==> src/rtl/uart_rx_byte_pkg.sv <==
// Shared definitions for the UART receive front end: default line rates and
// the receiver state encoding (also used by the transmit stage).
package uart_rx_byte_pkg;

    localparam int DEFAULT_CLK_FREQ = 50_000_000;
    localparam int DEFAULT_UART_BPS = 115_200;

    typedef enum logic [1:0] {
        IDLE  = 2'd0,
        START = 2'd1,
        DATA  = 2'd2,
        STOP  = 2'd3
    } rx_state_t;

endpackage

==> src/rtl/uart_rx_sync.sv <==
// Three-flop synchroniser for the asynchronous serial line, plus a
// falling-edge detect taken from the two settled stages.
module uart_rx_sync (
    input  logic sys_clk,
    input  logic sys_rst_n,
    input  logic rx,
    output logic rx_sync,
    output logic rx_fall
);

    logic rx_s1;
    logic rx_s2;
    logic rx_s3;

    // Reset to the idle (high) level so release never looks like a start bit.
    always_ff @(posedge sys_clk or negedge sys_rst_n) begin
        if (!sys_rst_n) begin
            rx_s1 <= 1'b1;
            rx_s2 <= 1'b1;
            rx_s3 <= 1'b1;
        end else begin
            rx_s1 <= rx;
            rx_s2 <= rx_s1;
            rx_s3 <= rx_s2;
        end
    end

    assign rx_sync = rx_s2;
    assign rx_fall = rx_s3 & ~rx_s2;

endmodule

==> src/rtl/uart_rx_byte.sv <==
// 8N1 UART byte receiver: mid-bit sampling, one-cycle strobes for a good
// byte (po_flag) or a low stop bit (frame_err).
module uart_rx_byte
    import uart_rx_byte_pkg::*;
#(
    parameter int CLK_FREQ = DEFAULT_CLK_FREQ,
    parameter int UART_BPS = DEFAULT_UART_BPS
) (
    input  logic       sys_clk,
    input  logic       sys_rst_n,
    input  logic       rx,
    output logic [7:0] po_data,
    output logic       po_flag,
    output logic       frame_err
);

    localparam int BAUD_CNT_MAX = CLK_FREQ / UART_BPS;
    localparam int CNT_W        = $clog2(BAUD_CNT_MAX);
    localparam logic [CNT_W-1:0] CNT_LAST = CNT_W'(BAUD_CNT_MAX - 1);
    localparam logic [CNT_W-1:0] CNT_MID  = CNT_W'(BAUD_CNT_MAX / 2 - 1);

    rx_state_t        state;
    rx_state_t        state_next;
    logic [CNT_W-1:0] baud_cnt;
    logic [2:0]       bit_cnt;
    logic [7:0]       shift;
    logic             rx_sync;
    logic             rx_fall;
    logic             mid_bit;

    uart_rx_sync u_sync (
        .sys_clk   (sys_clk),
        .sys_rst_n (sys_rst_n),
        .rx        (rx),
        .rx_sync   (rx_sync),
        .rx_fall   (rx_fall)
    );

    assign mid_bit = (baud_cnt == CNT_MID);

    always_ff @(posedge sys_clk or negedge sys_rst_n) begin
        if (!sys_rst_n) begin
            state <= IDLE;
        end else begin
            state <= state_next;
        end
    end

    // Leaving STOP at mid-bit keeps half a bit of margin for a following start.
    always_comb begin
        state_next = state;
        case (state)
            IDLE:    if (rx_fall) state_next = START;
            START:   if (mid_bit) state_next = rx_sync ? IDLE : DATA;
            DATA:    if (mid_bit && bit_cnt == 3'd7) state_next = STOP;
            STOP:    if (mid_bit) state_next = IDLE;
            default: state_next = IDLE;
        endcase
    end

    always_ff @(posedge sys_clk or negedge sys_rst_n) begin
        if (!sys_rst_n) begin
            baud_cnt  <= '0;
            bit_cnt   <= '0;
            shift     <= '0;
            po_data   <= '0;
            po_flag   <= 1'b0;
            frame_err <= 1'b0;
        end else begin
            po_flag   <= 1'b0;
            frame_err <= 1'b0;

            if (state == IDLE || baud_cnt == CNT_LAST) begin
                baud_cnt <= '0;
            end else begin
                baud_cnt <= baud_cnt + 1'b1;
            end

            if (state == START && mid_bit) begin
                bit_cnt <= '0;
            end

            // Data arrives LSB first.
            if (state == DATA && mid_bit) begin
                shift[bit_cnt] <= rx_sync;
                bit_cnt        <= bit_cnt + 1'b1;
            end

            if (state == STOP && mid_bit) begin
                if (rx_sync) begin
                    po_data <= shift;
                    po_flag <= 1'b1;
                end else begin
                    frame_err <= 1'b1;
                end
            end
        end
    end

endmodule

==> config.mk <==
export PLATFORM = sky130hd
export DESIGN_NAME = uart_rx_byte
export DESIGN_NICKNAME = d
export VERILOG_FILES = /design/src/rtl/uart_rx_byte_pkg.sv /design/src/rtl/uart_rx_sync.sv /design/src/rtl/uart_rx_byte.sv
export SDC_FILE = /design/constraint.sdc
export NUM_CORES = 1
export LEC_CHECK = 0
export ABC_AREA = 0
export CAP_MARGIN = 10
export CORE_ASPECT_RATIO = 0.7
export CORE_MARGIN = 1.5
export CORE_UTILIZATION = 40
export CTS_CLUSTER_SIZE = 20
export DETAILED_ROUTE_END_ITERATION = 6
export SYNTH_ARGS = -nofsm -noshare
export SYNTH_HDL_FRONTEND = slang
export SYNTH_HIERARCHICAL = 1
export SYNTH_SLANG_ARGS = --single-unit
==> constraint.sdc <==
create_clock -name sys_clk -period 2.02 [get_ports sys_clk]
set_clock_uncertainty 0.05 [all_clocks]
set_input_delay 0.404 -clock sys_clk [delete_from_list [all_inputs] [get_ports sys_clk]]
set_output_delay 0.404 -clock sys_clk [all_outputs]
set_load 0.1 [all_outputs]
== Word level (Yosys, flattened, before mapping) ==
Cells that the tools add are included.

* Flip-flop bits (word level): 35
* Word-level logic and storage cells: 52
* Bits of input ports: 3

* Reductions and logical operators: 10
* $add $sub $neg: 2
* Equal/unequal tests: 10
* $lt $le $gt $ge: 2
* Multiplexer cells: 16
* Bitwise operators: 2

{| class="wikitable"
|+ Operators by type and width
! cell !! count
|-
| $mux W2 || 5
|-
| $add A9 B1 Y9 const B || 1
|-
| $eq A9 B8 Y1 const B || 1
|-
| $eq A9 B9 Y1 const B || 1
|-
| $mux W9 || 1
|-
| $bwmux W8 || 1
|-
| $ne A2 B2 Y1 const B || 4
|-
| $pmux W2 S4 || 1
|-
| $mux W3 || 2
|-
| $logic_and A1 B1 Y1 || 5
|-
| $mux W1 || 5
|-
| $eq A2 B2 Y1 const B || 2
|-
| $lt A3 B4 Y1 const B || 1
|-
| $reduce_and A4 Y1 || 1
|-
| $add A3 B1 Y3 const B || 1
|-
| $demux W1 S3 || 1
|-
| $eq A3 B3 Y1 const B || 1
|-
| $ge A3 B1 Y1 const B || 1
|-
| $eq A2 B1 Y1 const B || 1
|-
| $logic_not A2 Y1 || 1
|-
| $reduce_and A2 Y1 || 1
|-
| $reduce_bool A2 Y1 || 1
|-
| $and A1 B1 Y1 || 1
|-
| $logic_or A1 B1 Y1 || 1
|-
| $not A1 Y1 || 1
|}

== Longest topological paths before layout ==
* Depth in word-level cells: 5
* Mapped depth: 6
* Gate-level depth less buffers: 5

== Modules after synthesis ==
Netlist, hierarchy kept.

{| class="wikitable"
|+ By module, submodules not included
! module !! area an instance (um^2) !! times used !! cells each !! seq. area each (um^2)
|-
| uart_rx_byte || 1624.1 || 1 || 133 || 800.8
|-
| uart_rx_sync || 92.6 || 1 || 4 || 78.8
|}

== Worst setup path after synthesis ==
OpenSTA, ideal clock, no wires.

* Path kind: register to register
* Start point: reg baud_cnt[0]
* End point: reg shift[4]
* Buffers on the path: 1
* Period minus slack after synthesis: 1.785 ns
* Slack: 0.235 ns
* Stages on the path, launching flop included: 7
* Data required time: 1.845 ns
* Arrival: 1.610 ns
* Cell sequence: dfrtp_1 inv_1 ha_1 nand4bb_4 buf_4 nor4b_2 mux2_2

* Cells in the longest elaborated chain, start to end: 2

{| class="wikitable"
|+ Ends and longest elaborated chain
! item !! line !! RTL
|-
| from (decl) || uart_rx_byte.sv:24 || <nowiki>logic [CNT_W-1:0] baud_cnt;</nowiki>
|-
| from (signal assigned) || uart_rx_byte.sv:76 || <nowiki>baud_cnt <= baud_cnt + 1'b1;</nowiki>
|-
| $eq A9 B8 Y1 || uart_rx_byte.sv:39 || <nowiki>assign mid_bit = (baud_cnt == CNT_MID);</nowiki>
|-
| $logic_and A1 B1 Y1 || uart_rx_byte.sv:84 || <nowiki>if (state == DATA && mid_bit) begin</nowiki>
|-
| to (signal, indexed assignment) || uart_rx_byte.sv:85 || <nowiki>shift[bit_cnt] <= rx_sync;</nowiki>
|-
| to (decl) || uart_rx_byte.sv:26 || <nowiki>logic [7:0] shift;</nowiki>
|}

No other way between the ends.
A chain may end at the register's enable or synchronous reset.

== Worst setup path after layout ==
* Start point: reg baud_cnt[1]
* End point: reg shift[1]

The elaborated chain is that of the path after synthesis.

==> summary.md <==
| Metric | Value |
|---|---|
| Outcome | completed |
| Type of the worst setup path | register to register |
| Share of cells above drive strength 1 | ~36% |
| Layout overhead on the synthesized area | 18.8% |
| Critical hold path startpoint | u_sync/rx_s1 |
| Fin Setup TNS | 0 ns |
| DRC Markers | 0 |
| CTS sink count | 35 |
| Vias in the first global route | between 1000 and 1500 |
| Die Height | a little under 60 um |
| Fin crit share | 92.7% |
| GRT Util Overall | 15.0% |
| End point of the worst hold path | u_sync/rx_sync |
| Worst Path Required | ~2.1 ns |
| Vias | between 1000 and 1500 |
| Initial antenna violation count | 0 |
| Flop2flop setup slack | approximately 0.15 ns |
| MaxCap Viol Count | 0 |
| FF-to-FF path depth | 5 |
| CP Capture Type | register |
| Worst reg2reg startpoint | baud_cnt[1] |
| 1st-iter DRT viols | 98 |
| Htree depth | 2 |
| Final worst path period need | roughly 1.9 ns |
| Critical-path cell list | inv_1, ha_2, nand4bb_4, nor4b_2, mux2_2 |
| Slowest cell on crit path | dfrtp_1 |
| Arrival @ worst endpoint | 1.99 ns |
| First-pass GRT wire length | 5200 um |
| Sequential-to-total area share from yosys stat | between 50% and 60% |
| Adder-Cell Fraction of Synth Area | between 3 and 4% |
| Max clock buf depth | 2 |
| Hold Crit Class | register to register |
| Largest delay share family, worst path | simple AND/OR/NAND/NOR gates |
| 1st-pass router iterations | 4 |
| Mapped Nets | ~150 |
| Root buffer cell | clkbuf_8 |
| Fraction of the mapped netlist area in simple logic gates | 23.0% |
| Hold WS | about 0.31 ns |
| CP max stage delay | 0.41 ns |
| Die footprint | around 0.0047 mm2 |
| Leakage dissipation | between 0.9 and 1 nW |
| Final hold viol count | 0 |
| Wire length per cell | 14.1 um |
| Core area | around 0.004 mm2 |
| Peak supply drop | just under 0.5 mV |
| Final setup vio count | 0 |
| R2r endpoint | shift[1] |
| Initial Util | a little over two fifths |
| Clock slew at reported path FFs | 0.07 ns |
| Fin util | between 50 and 60% |
| Synth Area in Compound Gates | ~6.6% |
| Most frequent cells in the layout | 32 x dfrtp_1, 21 x buf_4, 14 x mux2_2 |
| Fmax | ~530 MHz |
| Crit path buf inv count | 1 |
| Mapped cell area | 0.00172 mm2 |
| CTS tree | yes |
| Synth Instances | 137 |
| Vias per cell | roughly 5.3 |
| Power Dens Cells | 847 mW/mm2 |
| Final net count | 171 |
| DP HPWL | around 2100 um |
| Ant. Diodes | 0 |
| Startpoint types | register |
| Unrepaired setup endpoints after global routing | false |
| Hold-fix buffers, CTS | 0 |
| Yosys reg bits | 35 |
| Synth unique cells | 36 |
| Synthesis Warnings | 6 |
| Setup crit start | baud_cnt[1] |
| Most common cell after layout, fill and taps aside | dfrtp_1 |
| Post-Synth XOR/XNOR Area | approximately 1.5% |
| Clk Latency, worst-skew pair | 0.28 ns |
| CP max FO | 5 |
| Post-synthesis average cell area | roughly 13 um2 |
| Largest net degree at the start of global routing | 36 |
| Ports | 13 |
| Final Power | approximately 1.7 mW |
| Final ANT Viol Nets | 0 |
| IO Port Bufs | 12 |
| Fraction of synthesized area in multiplexers | between 10 and 15% |
| Die X | 81.3 um |
| WL final | between 3000 and 4000 um |
| Gr ovfl total | 0 |
| Final Max Tran Viols | 0 |
| Routability cong. | slightly below 0.8 |
| Inserted Clock Buffers | 5 |
| Num rows | 19 |
| Largest family of logic cells by synthesized area | simple AND/OR/NAND/NOR gates |
| Hold path cells | 0 |
| Max_slew headroom | between 70% and 80% |
| Worst slew pin tran | 0.449 ns |
==> layer usage <==
layer	vias up	routed length, um	GRT usage [%]
met1	579	1610	22.4
li1	554	-	-
met3	5	90	4.72
met4	0	42	6.65
met5	-	0	0
met2	12	1300	19.6
==> final cells by class <==
cell class              count  area (um2)
clock buffers               7        86.3
clock inverters             1        5.00
fillers                   358        1980
inverters                   5        18.8
multi-input cells          93         807
flip-flops and latches     35         880
well taps                  52        65.1
repair buffers             23         178
==> state kept, by name, summed over array words and instances (netlist names), named ones only <==
| signal | count |
|---|---|
| baud_cnt | 9 |
| po_data | 8 |
| shift | 8 |
| bit_cnt | 3 |
| frame_err | 1 |
| po_flag | 1 |
| state | 1 |
| u_sync/rx_s1 | 1 |
| u_sync/rx_s3 | 1 |
| u_sync/rx_sync | 1 |
==> report_power, final <==
| group | internal (mW) | leakage, nW | switching [mW] |
|---|---|---|---|
| Combinational | 0.165 | 0.468 | 0.179 |
| Sequential | 0.771 | 0.461 | 0.101 |
| Clock | 0.275 | 0.0482 | 0.237 |
| Total | 1.21 | 0.977 | 0.516 |
==> worst max-delay path by stage <==
stage	end	slack (ns)	cells after the start
after floorplan	shift[4]	0.24	6
after global placement	po_data[5]	0.11	6
after global routing	po_data[7]	0.04	6
final	shift[1]	0.15	5
after CTS	po_data[0]	0.03	6
after detailed placement	po_data[0]	0.06	6
==> cell usage after synthesis <==
master,instances,area [um2]
nor2_1,9,33.8
o41ai_1,3,26.3
nand4bb_4,1,27.5
a21boi_0,1,7.51
dfrtp_1,32,801
nand3_1,8,40.0
o21ai_0,3,15.0
inv_1,5,18.8
or4_1,1,7.51
nor3_1,1,5.00
a21oi_1,5,25.0
nor3b_1,1,7.51
o31ai_1,1,7.51
nor2b_4,1,13.8
a41o_1,1,10.0
buf_4,1,7.51
clkbuf_1,3,11.3
mux2_1,3,33.8
or3_1,4,25.0
buf_6,1,11.3
nor4b_2,4,60.1
and4bb_2,1,12.5
nor3_4,1,16.3
nand4b_4,1,23.8
mux2_2,14,158
a21o_1,3,22.5
and4b_1,2,20.0
xor2_1,1,8.76
nand2b_1,3,18.8
xnor2_1,2,17.5
nand3b_1,1,7.51
nand2_1,5,18.8
ha_1,5,62.6
nand4_1,3,18.8
nor4_2,3,37.5
dfstp_2,3,78.8
==> stage by stage <==
stage / area, um2 / instances / setup WS (ns)
after floorplan: 1720 / 137 / 0.235
after global placement: 1910 / 205 / 0.114
after detailed placement: 1910 / 205 / 0.0561
after CTS: 2010 / 213 / 0.0265
after global routing: 2040 / 216 / 0.0445
final: 2040 / 216 / 0.148
==> worst reg2reg max path: cells and delay by family (launching register included) <==
kind / cells / cell delay (ns)
AND/OR/NAND/NOR: 2 / 0.60
flip-flops: 1 / 0.41
multiplexers: 1 / 0.37
adder cells (fa/ha/maj): 1 / 0.23
buffers and inverters: 1 / 0.09
==> timing repair <==
action                                 4_1_cts  5_1_grt
endpoints found under the hold margin        0        0
setup buffers                                0        2
resized for setup                            0        1
setup endpoints to repair                    0        9
==> kinds of logic after synthesis <==
logic type               after synthesis
AO/OA/AOI/OAI                         17
buffers and inverters                 10
XOR/XNOR                               3
flip-flops                            35
multiplexers                          17
adder cells (fa/ha/maj)                5
AND/OR/NAND/NOR                       50
Note: power is estimated with default switching activity, not from simulation.
